$ cat src/rtl/fifo_arb_pkg.sv
// rtl/fifo_arb_pkg.sv - shared types, defaults and index helper for the FIFO write arbiter
package fifo_arb_pkg;

  typedef enum logic [1:0] {
    IDLE  = 2'd0,
    BURST = 2'd1,
    HOLD  = 2'd2
  } arb_state_t;

  localparam int DEF_NUM_REQ    = 4;
  localparam int DEF_DATA_WIDTH = 8;
  localparam int DEF_MAX_BURST  = 4;
  localparam int DEF_CNT_WIDTH  = 16;

  // Successor of idx in a ring of n slots.
  function automatic int unsigned next_idx(input int unsigned idx, input int unsigned n);
    return (idx + 32'd1 >= n) ? 32'd0 : idx + 32'd1;
  endfunction

endpackage

$ cat src/rtl/rr_pick.sv
// rtl/rr_pick.sv - combinational round-robin first-set search starting at a pointer
module rr_pick #(
  parameter int N  = 4,
  parameter int IW = $clog2(N)
) (
  input  logic [N-1:0]  req,
  input  logic [IW-1:0] start,
  output logic [IW-1:0] idx,
  output logic          found
);

  always_comb begin
    int unsigned cand;
    idx   = '0;
    found = 1'b0;
    cand  = 32'd0;
    for (int i = 0; i < N; i++) begin
      cand = (32'(start) + 32'(i)) % 32'(N);
      if (!found && req[cand]) begin
        found = 1'b1;
        idx   = IW'(cand);
      end
    end
  end

endmodule

$ cat src/rtl/fifo_wr_arbiter.sv
// rtl/fifo_wr_arbiter.sv - round-robin burst arbiter for the FIFO memory write port
// plus a saturating write-error counter.
module fifo_wr_arbiter
  import fifo_arb_pkg::*;
#(
  parameter int NUM_REQ    = DEF_NUM_REQ,
  parameter int DATA_WIDTH = DEF_DATA_WIDTH,
  parameter int MAX_BURST  = DEF_MAX_BURST,
  parameter int CNT_WIDTH  = DEF_CNT_WIDTH
) (
  input  logic                          w_clk,
  input  logic                          w_rst,
  input  logic [NUM_REQ-1:0]            req,
  input  logic [NUM_REQ*DATA_WIDTH-1:0] req_data,
  output logic [NUM_REQ-1:0]            grant,
  output logic                          w_en,
  output logic [DATA_WIDTH-1:0]         data_in,
  input  logic                          full,
  input  logic                          write_error,
  output logic [$clog2(NUM_REQ)-1:0]    owner,
  output logic                          busy,
  output logic [CNT_WIDTH-1:0]          err_cnt
);

  localparam int OW = $clog2(NUM_REQ);
  localparam int BW = $clog2(MAX_BURST + 1);

  arb_state_t      state, state_nxt;
  logic [OW-1:0]   rr_ptr, rr_ptr_nxt;
  logic [OW-1:0]   owner_nxt;
  logic [BW-1:0]   burst_cnt, burst_cnt_nxt;
  logic [OW-1:0]   pick_idx;
  logic            pick_found;
  logic [OW-1:0]   owner_succ;
  logic [DATA_WIDTH-1:0] slot [NUM_REQ];

  rr_pick #(
    .N  (NUM_REQ),
    .IW (OW)
  ) u_rr_pick (
    .req   (req),
    .start (rr_ptr),
    .idx   (pick_idx),
    .found (pick_found)
  );

  for (genvar g = 0; g < NUM_REQ; g++) begin : g_slot
    assign slot[g] = req_data[g*DATA_WIDTH +: DATA_WIDTH];
  end

  assign owner_succ = OW'(next_idx(32'(owner), 32'(NUM_REQ)));

  always_ff @(posedge w_clk) begin
    if (w_rst) begin
      state     <= IDLE;
      rr_ptr    <= '0;
      owner     <= '0;
      burst_cnt <= '0;
    end else begin
      state     <= state_nxt;
      rr_ptr    <= rr_ptr_nxt;
      owner     <= owner_nxt;
      burst_cnt <= burst_cnt_nxt;
    end
  end

  // full is checked before any grant, so the full-on-last-word case lands in HOLD.
  always_comb begin
    state_nxt     = state;
    rr_ptr_nxt    = rr_ptr;
    owner_nxt     = owner;
    burst_cnt_nxt = burst_cnt;
    grant         = '0;
    unique case (state)
      IDLE: begin
        if (pick_found) begin
          owner_nxt     = pick_idx;
          burst_cnt_nxt = '0;
          state_nxt     = BURST;
        end
      end
      BURST: begin
        if (!req[owner]) begin
          rr_ptr_nxt = owner_succ;
          state_nxt  = IDLE;
        end else if (full) begin
          state_nxt = HOLD;
        end else begin
          grant[owner]  = 1'b1;
          burst_cnt_nxt = burst_cnt + 1'b1;
          if (burst_cnt + 1'b1 == BW'(MAX_BURST)) begin
            rr_ptr_nxt = owner_succ;
            state_nxt  = IDLE;
          end
        end
      end
      HOLD: begin
        if (!req[owner]) begin
          rr_ptr_nxt = owner_succ;
          state_nxt  = IDLE;
        end else if (!full) begin
          state_nxt = BURST;
        end
      end
      default: state_nxt = IDLE;
    endcase
    if (w_rst) begin
      grant = '0;
    end
  end

  assign w_en    = |grant;
  assign data_in = w_en ? slot[owner] : '0;
  assign busy    = !w_rst && (state != IDLE);

  always_ff @(posedge w_clk) begin
    if (w_rst) begin
      err_cnt <= '0;
    end else if (write_error && (err_cnt != {CNT_WIDTH{1'b1}})) begin
      err_cnt <= err_cnt + 1'b1;
    end
  end

endmodule

$ cat config.mk
export PLATFORM = sky130hd
export DESIGN_NAME = fifo_wr_arbiter
export DESIGN_NICKNAME = d
export VERILOG_FILES = /design/src/rtl/fifo_arb_pkg.sv /design/src/rtl/rr_pick.sv /design/src/rtl/fifo_wr_arbiter.sv
export SDC_FILE = /design/constraint.sdc
export NUM_CORES = 1
export LEC_CHECK = 0
export ABC_AREA = 1
export BUFFER_PORTS_ARGS = -buffer_cell sky130_fd_sc_hd__buf_2
export CAP_MARGIN = 40
export CORE_MARGIN = 5
export CORE_UTILIZATION = 46
export CTS_CLUSTER_SIZE = 12
export DETAILED_ROUTE_END_ITERATION = 8
export PLACE_DENSITY = 0.74
export SLEW_MARGIN = 0
export SYNTH_ARGS = -nofsm -noshare
export SYNTH_HDL_FRONTEND = slang
export SYNTH_SLANG_ARGS = --single-unit
$ cat constraint.sdc
create_clock -name w_clk -period 2.2 [get_ports w_clk]
set_clock_uncertainty 0.15 [all_clocks]
set_input_delay 0.22 -clock w_clk [delete_from_list [all_inputs] [get_ports w_clk]]
set_output_delay 0.22 -clock w_clk [all_outputs]
set_load 0.01 [all_outputs]
==> impl_metrics.yaml <==
clocking:
  clock-sinks: 25
  post_cts_resize_count: 2
  numCtsBuffers: 3
  cts_buffer_depth: 2
  cts_tree: "yes"
  root_buffer: "clkbuf_8"
  worstSkewPairLatency_ns: 0.28
  postCtsSetupBuffers: 0
  cts.clk_slew.worst_paths_ns: 0.09
  htree_levels: 1
  hold_buffers: 0
grt:
  grt_max_degree: 18
  grt_usage_pct: 18.0
  grt_pass1_wl_um: 9300
  grt_remaining_overflow: 0
  grt_pass1_vias: 2108
  antenna_found_initial: 0
critical_path:
  ff2ff_setup_slack_ns: 0.24
  cp-end-kind: "output pin"
  crit_path_end: "data_in[1]"
  cp_max_fo: 9
  r2r_start: "err_cnt[0]"
  start_kind: "register"
  rr_endpoint: "err_cnt[12]"
  worstPathRequired_ns: 1.83
  reg2regPathDepth: 8
  worstSetupStartpoint: "state[0]"
  cp.arrival_ns: 1.70
  worstSetupPathType: "register to output pin"
route:
  routed_wl_um: 5430
  drcViolationCount: 0
  dr.pass1.iters: 4
  via_per_inst: 4.98
  routedWlPerCell_um: 11.8
  drtIter0Drc: 94
  dr_total_vias: 2287
  ant_nets: 0
logic_synthesis:
  ys_ff_latch: 25
  synth.top_cell.area_share_pct: 23.9
  synth_top_area_cell: "dfxtp_1"
  synth_seq_area_share_pct: 23.9
  postSynthAreaPerCell_um2: 6.19
  synth.area.top_cells: "dfxtp_1, nand2_1, nor2_1"
  synthesis.area_um2: 2100
  yosysUniqueCellTypes: 35
  yosys_warnings: 0
  synthCells: 339
  syn_nets: 386
timing:
  setup_viol_count_final: 0
  rsz0062_at_grt: "false"
  fin_tns_setup_ns: 0
  maxSlewHeadroom_pct: 67.2
  fin_crit_ns: 2.07
  hold_viol: 0
  finalHoldWorstSlack_ns: 0.153
  drv_slew: 0
  worst-slew-pin-transition_ns: 0.488
  max_freq_mhz: 484
  fin_crit_sh_pct: 93.9
die:
  die_w_um: 77.5
  die-area_um2: 6010
  core_area_um2: 4380
  start_util_pct: 47.9
  num_rows: 24
  dieHeight_um: 77.5
  io_pins: 72
finish:
  antenna_cells: 0
  layout-drive-gt1-share_pct: 30.2
  area_delta_synth_final_pct: 21.4
  nNetsFinal: 455
placed_design:
  dp_hpwl_um: 4430
  portBuffers: 71
  routabilityCongestion: 0.890
hold_path:
  hold_path_class: "input port to register"
power:
  power.density_nw_per_um2: 742
  vdd_drop_max_v: 0.000400
  p_leak_nw: 1.26
outcome:
  status: "completed"
job:
  drv_cap: 0
==> per-layer routing <==
layer  wire length [µm]  vias up  part of all wire [%]  track usage [%]
li1                   -     1232                     -                -
met1               2570      995                    47             23.8
met2               2490       56                    46             29.5
met3                316        4                   5.8             4.28
met4                 59        0                   1.1             4.81
met5                  0        -                     0                0
==> power by group <==
group          total [W]  switching [W]  leakage [nW]  internal, W
registers       0.000564      0.0000673         0.204     0.000497
logic            0.00104       0.000673          1.03     0.000371
clock network   0.000283       0.000154        0.0217     0.000129
==> Yosys cell counts (all sizes together) <==
cell type   n
nand2      91
nor2       55
inv        37
a21oi      30
o21ai      29
dfxtp      25
nand3      25
buf         8
nor3        8
ha          7
clkbuf      5
xor2        5
nand4       3
xnor2       3
o211ai      2
a2111oi     1
and2        1
nor3b       1
nor4        1
o21a        1
o21bai      1
==> how the worst min path moves through the flow <==
stage	from	endpoint	slack, ns	cells past startpoint
2_1_floorplan	full	state[1]	0.30	2
3_3_place_gp	err_cnt[4]	err_cnt[4]	0.33	1
3_5_place_dp	err_cnt[15]	err_cnt[15]	0.33	2
4_1_cts	full	state[1]	0.15	3
5_1_grt	full	state[1]	0.14	3
6_report	write_error	err_cnt[9]	0.15	4
==> logic make-up (layout without fill, tap and decap cells) <==
family	after synthesis	count (layout)	synth area share (%)
compound gates	64	64	17.5
xor+xnor	8	8	3.34
fa+ha+maj	7	7	4.17
buf+inv	50	118	10.1
flops	25	25	23.9
simple gates	185	185	41.0
==> through the flow <==
step | setup WS, ns | power [W] | util, % | std cells | instance area (µm²)
2_1_floorplan | 0.0346 | 0.00138 | - | 339 | 2100
3_3_place_gp | 0.263 | 0.00159 | 56.8 | 455 | 2490
4_1_cts | 0.00721 | 0.00189 | 58.0 | 459 | 2540
5_1_grt | 0.0177 | 0.00206 | 58.1 | 459 | 2550
3_5_place_dp | 0.195 | 0.00161 | 56.8 | 455 | 2490
6_report | 0.134 | 0.00189 | 58.1 | 459 | 2550
==> sequential cells by signal, indices dropped and copies added, names as in the netlist <==
signal and flops:
burst_cnt 3, err_cnt 16, owner 2, rr_ptr 2
state 2
==> critical path, stage by stage, from the launching register on <==
cell and delay, ns:
dfxtp_1 0.36, inv_2 0.06, nor2_4 0.11, inv_2 0.09
nor2_8 0.11, nand2_2 0.08, nor2_4 0.11, nor2_1 0.05
and2_4 0.20, a21oi_2 0.11, buf_2 0.13
==> layout by cell type (no fill, tap or decap), drive strengths merged, types with 2 or more instances in the layout <==
cell type  count
xnor2          3
nor3           8
nor2          55
xor2           5
o21ai         29
ha             7
o211ai         2
dfxtp         25
inv           37
nand2         91
clkbuf         3
a21oi         30
nand3         25
nand4          3
buf           77
==> cell type report <==
cell class | count | area (µm²)
clock buffer | 3 | 41.3
clock inverter | 1 | 7.51
fill | 442 | 1840
inverter | 37 | 141
multi-input combinational | 264 | 1390
sequential | 25 | 503
tap | 52 | 65.1
timing repair buffer | 77 | 400
No activity file was read; power rests on OpenSTA's default activity.
